<file path="config.mk">
export PLATFORM = sky130hd
export DESIGN_NAME = rect_fill_ctrl
export DESIGN_NICKNAME = d
export VERILOG_FILES = /design/src/rtl/rect_fill_ctrl.sv
export SDC_FILE = /design/constraint.sdc
export NUM_CORES = 1
export LEC_CHECK = 0
export ABC_CLOCK_PERIOD_IN_PS = 2900
export CAP_MARGIN = 5
export CORE_UTILIZATION = 49
export DETAILED_ROUTE_END_ITERATION = 10
export PLACE_DENSITY_LB_ADDON = 0.2
export SKIP_CTS_REPAIR_TIMING = 1
export SYNTH_ARGS = -nofsm -noshare
export SYNTH_HDL_FRONTEND = slang
export SYNTH_SLANG_ARGS = --single-unit
export TNS_END_PERCENT = 1
</file>
<file path="constraint.sdc">
create_clock -name CLOCK_50 -period 2.9 [get_ports CLOCK_50]
set_input_delay 0.58 -clock CLOCK_50 [delete_from_list [all_inputs] [get_ports CLOCK_50]]
set_output_delay 0.58 -clock CLOCK_50 [all_outputs]
set_load 0.02 [all_outputs]
</file>
<file path="src/rtl/rect_fill_ctrl.sv">
// -----------------------------------------------------------------------------
// rect_fill_ctrl
//   Fills an axis-aligned rectangle (or the whole screen) with a single colour
//   by emitting one pixel write per clock towards a VGA adapter, in raster
//   order. The rectangle is clipped against the visible screen, so no write
//   ever lands outside SCREEN_W x SCREEN_H.
//
// Parameters
//   SCREEN_W   visible pixel columns
//   SCREEN_H   visible pixel rows
//
// Ports
//   CLOCK_50   in   system clock, rising edge
//   resetn     in   asynchronous active-low reset
//   start      in   fill the rectangle x0/y0/w/h (sampled in IDLE only)
//   clear      in   fill the whole screen (wins over start)
//   x0, y0     in   rectangle top-left corner
//   w, h       in   rectangle size in pixels
//   colour_in  in   fill colour {R,G,B}
//   x, y       out  current pixel coordinate
//   colour     out  current pixel colour
//   plot       out  pixel write strobe, one pixel per high cycle
//   busy       out  high from LOAD through FINISH
//   done       out  one-cycle pulse when a fill completes
// -----------------------------------------------------------------------------
module rect_fill_ctrl #(
  parameter int SCREEN_W = 160,
  parameter int SCREEN_H = 120
) (
  input  logic       CLOCK_50,
  input  logic       resetn,
  input  logic       start,
  input  logic       clear,
  input  logic [7:0] x0,
  input  logic [6:0] y0,
  input  logic [7:0] w,
  input  logic [6:0] h,
  input  logic [2:0] colour_in,
  output logic [7:0] x,
  output logic [6:0] y,
  output logic [2:0] colour,
  output logic       plot,
  output logic       busy,
  output logic       done
);

  typedef enum logic [1:0] {IDLE, LOAD, DRAW, FINISH} state_t;

  localparam logic [8:0] SW9 = 9'(SCREEN_W);
  localparam logic [8:0] SH9 = 9'(SCREEN_H);

  state_t     state, state_nxt;

  // Request captured in IDLE; the fill works only from these copies so that
  // the inputs may change freely once the request has been taken.
  logic [7:0] x0_l, w_l;
  logic [6:0] y0_l, h_l;
  logic [2:0] col_l;

  // Inclusive clipped end coordinates, kept 9 bits wide like the sums.
  logic [8:0] xe, ye;

  logic [8:0] x_sum, y_sum, xe_calc, ye_calc;
  logic       empty, x_last, y_last;

  // 9-bit sums cannot overflow (255+255 < 512), so min() then -1 is exact.
  assign x_sum   = {1'b0, x0_l} + {1'b0, w_l};
  assign y_sum   = {2'b0, y0_l} + {2'b0, h_l};
  assign xe_calc = ((x_sum > SW9) ? SW9 : x_sum) - 9'd1;
  assign ye_calc = ((y_sum > SH9) ? SH9 : y_sum) - 9'd1;

  // Nothing visible to draw: zero size or origin already off screen.
  assign empty = (w_l == 8'd0) || (h_l == 7'd0) ||
                 ({1'b0, x0_l} >= SW9) || ({2'b0, y0_l} >= SH9);

  assign x_last = ({1'b0, x} == xe);
  assign y_last = ({2'b0, y} == ye);

  assign colour = col_l;

  always_ff @(posedge CLOCK_50 or negedge resetn) begin
    if (!resetn) state <= IDLE;
    else         state <= state_nxt;
  end

  always_comb begin
    state_nxt = state;
    plot      = 1'b0;
    busy      = 1'b1;
    done      = 1'b0;
    case (state)
      IDLE: begin
        busy = 1'b0;
        if (clear || start) state_nxt = LOAD;
      end
      LOAD: begin
        state_nxt = empty ? FINISH : DRAW;
      end
      DRAW: begin
        plot = 1'b1;
        if (x_last && y_last) state_nxt = FINISH;
      end
      FINISH: begin
        done      = 1'b1;
        state_nxt = IDLE;
      end
      default: begin
        state_nxt = IDLE;
      end
    endcase
  end

  always_ff @(posedge CLOCK_50 or negedge resetn) begin
    if (!resetn) begin
      x0_l  <= '0;
      y0_l  <= '0;
      w_l   <= '0;
      h_l   <= '0;
      col_l <= '0;
      xe    <= '0;
      ye    <= '0;
      x     <= '0;
      y     <= '0;
    end else begin
      case (state)
        IDLE: begin
          if (clear) begin
            x0_l  <= '0;
            y0_l  <= '0;
            w_l   <= 8'(SCREEN_W);
            h_l   <= 7'(SCREEN_H);
            col_l <= colour_in;
          end else if (start) begin
            x0_l  <= x0;
            y0_l  <= y0;
            w_l   <= w;
            h_l   <= h;
            col_l <= colour_in;
          end
        end
        LOAD: begin
          xe <= xe_calc;
          ye <= ye_calc;
          x  <= x0_l;
          y  <= y0_l;
        end
        DRAW: begin
          // Raster scan: wrap x back to the left edge at the end of a row.
          if (x_last) begin
            x <= x0_l;
            if (!y_last) y <= y + 7'd1;
          end else begin
            x <= x + 8'd1;
          end
        end
        default: begin
        end
      endcase
    end
  end

endmodule

</file>
==> impl_metrics.csv, run 1 <==
group,metric,value,unit
outcome,status,"finished with violations",
outcome,violations,"negative setup slack",
setup_path,startpoint_type,"register",
detailed_routing,drt-pass1-iter-count,4,
detailed_routing,wl,10.3,mm
yosys,synth_cells,488,
clocking,cts_tree,"yes",
placed_design,numPortBuffers,57,
final_layout,final_nets,649,
setup_path,path_class,"register to register",
detailed_routing,drtAntennaViolNets,0,
detailed_routing,drcViolationCount,0,
timing,grt_setup_unrepaired,"yes",
die,rows,33,
grt,grt-ovfl-total,0,
yosys,synth_area_leaders,"dfrtp_1, ha_1, o21ai_0, nand2_1, nand2b_1",
setup_path,crit_fanout,4,
placed_design,dp_hpwl,7.82,mm
die,core_area,8380,µm²
setup_path,critPathRequiredTime,3.13,ns
yosys,yosysTopAreaCellShare,0.393,
timing,hold_violations,0,
die,chipWidth,96.0,µm
detailed_routing,avgRoutedWirePerCell,14.7,µm
grt,antenna_found_initial,0,
setup_path,slowest_delay,0.48,ns
setup_path,r2r_cells,13,
final_layout,layout_common_cells,"dfrtp_1, nand2_1, clkdlybuf4s50_1",
yosys,syn_avg_cell_area,8.87,µm²
yosys,ys_types,59,
timing,timing.final.crit_share,1.04,
setup_path,critPathSlowestCell,"or4_4",
yosys,synth_warnings,0,
timing,slew_viol_final,0,
setup_path,cp.arrival,3.23,ns
yosys,ys.flop_type,"dfrtp_1",
grt,grt_max_degree,41,
die,io_pins,58,
clocking,cts_root_buffer,"clkbuf_8",
timing,fmax,332,MHz
clocking,clk_latency,0.34,ns
final_layout,fill_cells,685,
clocking,htree_levels,3,
placed_design,gp_routability_congestion,0.818,
final_layout,fin_cells,697,
clocking,cts_sinks,68,
final_layout,drive_above_1_share,0.186,
timing,finalWorstSetupSlack,-0.108,ns
yosys,ys_seq_elements,68,
grt,grt_use_total,0.235,
timing,finalClockSkew,0.0109,ns
timing,tightest_slew,0.608,ns
yosys,seq_area_frac_synth,0.393,
grt,grt_pass1_vias,3592,
clocking,clk_path_buf_depth,2,
die,die_h,96.0,µm
timing,setup_violations,3,
setup_path,crit_path_end_kind,"register",
die,start_util,0.517,
final_layout,area_growth,30.9,%
yosys,syn_area,4330,µm²
clocking,clkSlewWorstSetupHoldPaths,0.08,ns
final_layout,diodes,0,
grt,grt_pass1_wl,16.6,mm
detailed_routing,route.vias.total,3782,
timing,slew_headroom,0.595,
yosys,synth_area_leader_cell,"dfrtp_1",
setup_path,critical_path_depth,13,
clocking,cts_buffers,9,
detailed_routing,drt_iter0_drc,113,
yosys,async_reset_ff_frac,1.00,
final_layout,final_common_cell,"dfrtp_1",
yosys,synth_edf_count,0,
die,dieArea,9220,µm²
setup_path,path_cells,"ha_2, inv_1, fa_2, nand2b_4, a21bo_4, a21oi_4, nor3b_4, a31oi_4, nand2b_1, ha_2, inv_1, or4_4, o221a_2",
detailed_routing,routed_via_density,5.43,
timing,min_period,3.01,ns
run,drv_cap,0,
setup_path,cpLargestDelayFamily,"simple AND/OR/NAND/NOR gates",
yosys,synth_nets,550,
placed_design,dp_cells,674,
setup_path,crit_buf_inv,2,
min_path,hold_path.class,"input pin to asynchronous set/reset pin",
synth_stat cells (all sizes together) (2+ instances only):
library cell,number
and3,2
clkbuf,16
a21oi,22
a31oi,10
a22oi,9
ha,23
xor2,11
nor3,8
a211oi,3
nor2b,2
a21o,5
nand4,7
nor3b,3
o21bai,2
nor4,6
buf,3
nor2,39
nand3,12
o31a,2
o21ai,56
nand2,56
dfrtp,68
a31o,2
mux2i,12
fa,2
o22ai,4
or3b,2
xnor2,15
o21a,2
o211ai,3
inv,29
mux2,5
nand2b,31
logic make-up (layout without fill, tap and decap cells):
kind of cell               count (synthesis)  in the layout  synth area share
DFF                                       68             68             0.393
adders and majority gates                 25             25            0.0757
muxes                                     17             17            0.0407
xor gates and xnor gates                  26             26            0.0526
buffers and inverters                     48            152            0.0445
AOI/OAI and AO/OA                        129            129             0.193
and+or+nand+nor                          175            175             0.201
path summary, 6_finish.rpt:
path,from,end,slack [ns]
setup / recovery,h_l[0],ye[6],-0.11
hold / removal,resetn,y[5],0.06
setup reg to reg,h_l[0],ye[6],-0.11
hold reg to reg,colour[1],colour[1],0.51
max in group asynchronous,resetn,colour[1],2.29
min in group CLOCK_50,colour[1],colour[1],0.51
per-stage QoR:
step | setup slack [ns] | setup TNS, ns | util | cell area [µm²] | hold WS [ns]
detailed placement | -0.178 | -0.267 | 0.645 | 5410 | 0.417
CTS | -0.203 | -0.327 | 0.665 | 5570 | 0.0548
finish | -0.108 | -0.212 | 0.676 | 5670 | 0.0619
global placement | -0.0582 | -0.0582 | 0.645 | 5410 | 0.419
global route | -0.227 | -0.725 | 0.676 | 5670 | 0.0499
floorplan | -0.0732 | -0.133 | - | 4450 | 0.284
per-layer routing:
metal / vias to the layer above / GRT usage / wire [µm]
met5: - / 0 / 0
met3: 6 / 0.0466 / 520
met4: 0 / 0.0510 / 65
li1: 1907 / - / -
met1: 1760 / 0.332 / 4850
met2: 109 / 0.374 / 4830
layout make-up:
| class | count | area, µm² | share of cell area |
|---|---|---|---|
| Inverter | 29 | 109 | 0.0192 |
| Clock inverter | 6 | 30.0 | 0.00530 |
| Tap cell | 105 | 131 | 0.0232 |
| Sequential cell | 68 | 1700 | 0.300 |
| Timing Repair Buffer | 107 | 953 | 0.168 |
| Clock buffer | 10 | 138 | 0.0243 |
| Multi-Input combinational cell | 372 | 2600 | 0.459 |
sequential cells by signal (all words and copies together), names as in the netlist:
signal / flops
w_l: 8
colour: 3
xe: 9
y: 7
state: 2
x: 8
y0_l: 7
ye: 9
h_l: 7
x0_l: 8
Power of run 1 is left out: the tool's default activity adds up to more than one toggle a clock period on the data nets, which glitch-free logic cannot reach.
==> run 2, diff against run 1 <==
Settings changed: ABC_AREA set to 1, CORE_UTILIZATION 49 to 38, DONT_BUFFER_PORTS set to 1.
==> impl_metrics.csv, run 2 <==
group,metric,value,unit
yosys,ys_types,43,
grt,grt_pass1_vias,3613,
yosys,synth_common_cells,"nand2_1, dfrtp_1, inv_1",
clocking,htree_levels,3,
clocking,clkSlewWorstSetupHoldPaths,0.06,ns
die,dieArea,11900,µm²
timing,hold_violations,0,
yosys,syn_area,4350,µm²
setup_path,reg2reg_from,"w_l[0]",
grt,grt-ovfl-total,0,
min_path,hold_path.class,"input pin to asynchronous set/reset pin",
yosys,synth_area_leaders,"dfrtp_1, nand2_1, ha_1, nand3_1, inv_1",
timing,min_period,2.73,ns
detailed_routing,drt-pass1-iter-count,4,
setup_path,cp.arrival,2.96,ns
clocking,cts_root_buffer,"clkbuf_16",
final_layout,top_regs,"xe x9, ye x9",
die,die_h,109,µm
timing,fmax,367,MHz
detailed_routing,drcViolationCount,0,
placed_design,numPortBuffers,0,
detailed_routing,drt_iter0_drc,110,
timing,tns,0,ns
placed_design,gp_routability_congestion,0.803,
setup_path,r2r_slack,0.17,ns
clocking,cts_sinks,68,
detailed_routing,route.vias.total,3759,
pwr,p_int,3.48,mW
timing,slew_viol_final,0,
setup_path,r2r_cells,18,
yosys,seq_area_frac_synth,0.391,
pwr,p_comb_frac,0.573,
die,io_pins,58,
timing,slew_headroom,0.671,
setup_path,crit_fanout,4,
final_layout,area_growth,12.5,%
yosys,ys_seq_elements,68,
run,drv_cap,0,
setup_path,slowest_delay,0.47,ns
pwr,swShare,0.495,
yosys,synth_edf_count,0,
yosys,synth_warnings,0,
yosys,synth_most_common_cell,"nand2_1",
final_layout,final_nets,636,
timing,setup_violations,0,
setup_path,crit_path_end_kind,"register",
detailed_routing,routed_via_density,5.23,
clocking,cts_buffers,9,
setup_path,critPathSlowestCell,"fa_1",
clocking,cts_tree,"yes",
detailed_routing,avgRoutedWirePerCell,14.8,µm
grt,grt_max_degree,69,
placed_design,dp_cells,699,
timing,tightest_slew,0.493,ns
setup_path,regToRegEndpoint,"xe[6]",
detailed_routing,drtAntennaViolNets,0,
grt,grt_use_total,0.199,
setup_path,path_cells,"ha_2, inv_1, fa_1, inv_1, or2_2, nor2_2, nand3_1, nand2_1, nand2_2, a21boi_4, nand2_1, ha_2, nand2_2, inv_2, nand2_1, nand2_1, nand3_1, nand2_1",
pwr,power.density,1410,nW/µm²
grt,grt_pass1_wl,17.9,mm
clocking,clk_latency,0.34,ns
timing,finalClockSkew,0.00493,ns
final_layout,fin_area,4890,µm²
yosys,syn_avg_cell_area,7.69,µm²
setup_path,path_class,"register to register",
final_layout,layout_common_cells,"nand2_1, inv_1, dfrtp_1",
placed_design,placedInstanceArea,4530,µm²
clocking,clk_path_buf_depth,2,
detailed_routing,wl,10.6,mm
pwr,p_clk_frac,0.158,
yosys,ys.flop_type,"dfrtp_1",
grt,antenna_found_initial,0,
die,chipWidth,109,µm
timing,timing.final.crit_share,0.940,
pwr,p_seq_frac,0.269,
die,start_util,0.396,
setup_path,critPathRequiredTime,3.13,ns
final_layout,drive_above_1_share,0.104,
pwr,power.switching,3.40,mW
pwr,ir_drop,0.000514,V
setup_path,cpLargestDelayFamily,"simple AND/OR/NAND/NOR gates",
setup_path,crit_buf_inv,3,
yosys,synth_area_leader_cell,"dfrtp_1",
placed_design,dp_hpwl,7.95,mm
die,core_area,11000,µm²
setup_path,path_common_cell,"nand2_1",
yosys,async_reset_ff_frac,1.00,
die,rows,38,
timing,fin_hold_ws,0.121,ns
yosys,yosysTopAreaCellShare,0.391,
pwr,leakage,2.42,nW
final_layout,diodes,0,
outcome,status,"finished clean",
final_layout,fin_cells,719,
setup_path,startpoint_type,"register",
yosys,synth_nets,628,
final_layout,final_common_cell,"nand2_1",
yosys,synth_cells,566,
run 2: power by group through the flow:
stage | combinational, mW | sequential (mW) | clock [mW]
3_3_place_gp | 3.72 | 1.86 | 0
4_1_cts | 3.80 | 1.86 | 1.11
5_1_grt | 4.53 | 1.92 | 1.16
6_report | 3.94 | 1.85 | 1.09
2_1_floorplan | 3.05 | 1.74 | 0
3_5_place_dp | 3.79 | 1.87 | 0
run 2: worst max path at each step:
stage | start | endpoint | slack, ns | depth (start not counted)
floorplan | w_l[0] | xe[6] | 0.25 | 18
global placement | w_l[0] | xe[6] | 0.16 | 18
detailed placement | w_l[0] | xe[6] | 0.08 | 18
CTS | w_l[0] | xe[6] | 0.07 | 18
global route | w_l[0] | xe[6] | -0.02 | 18
finish | w_l[0] | xe[6] | 0.17 | 18
run 2: layout make-up:
type                            instances  area [µm²]
Clock buffer                            9         225
Timing Repair Buffer                    9        87.6
Tap cell                              140         175
Multi-Input combinational cell        409        2350
Fill cell                            1128        6090
Clock inverter                          7        67.6
Sequential cell                        68        1700
Inverter                               77         289
run 2: logic make-up after synthesis:
family,count (synthesis),synth area share
AOI/OAI and AO/OA,95,0.132
xor gates and xnor gates,19,0.0443
adders and majority gates,25,0.0754
buffers and inverters,89,0.0776
DFF,68,0.391
and+or+nand+nor,270,0.280
run 2: metal layers:
layer  GRT usage  up-vias  routed length (µm)
li1            -     1901                   -
met1       0.291     1771                5540
met2       0.281       78                4370
met3      0.0520        9                 583
met4      0.0714        0                 127
met5           0        -                   0
run 2: per-stage QoR:
step	power (mW)	worst slack, ns	utilization
floorplan	4.79	0.255	-
global placement	5.58	0.156	0.412
detailed placement	5.66	0.0763	0.412
CTS	6.78	0.0696	0.439
global route	7.60	-0.0170	0.446
finish	6.88	0.173	0.446
(Power assumes the default switching activity.)
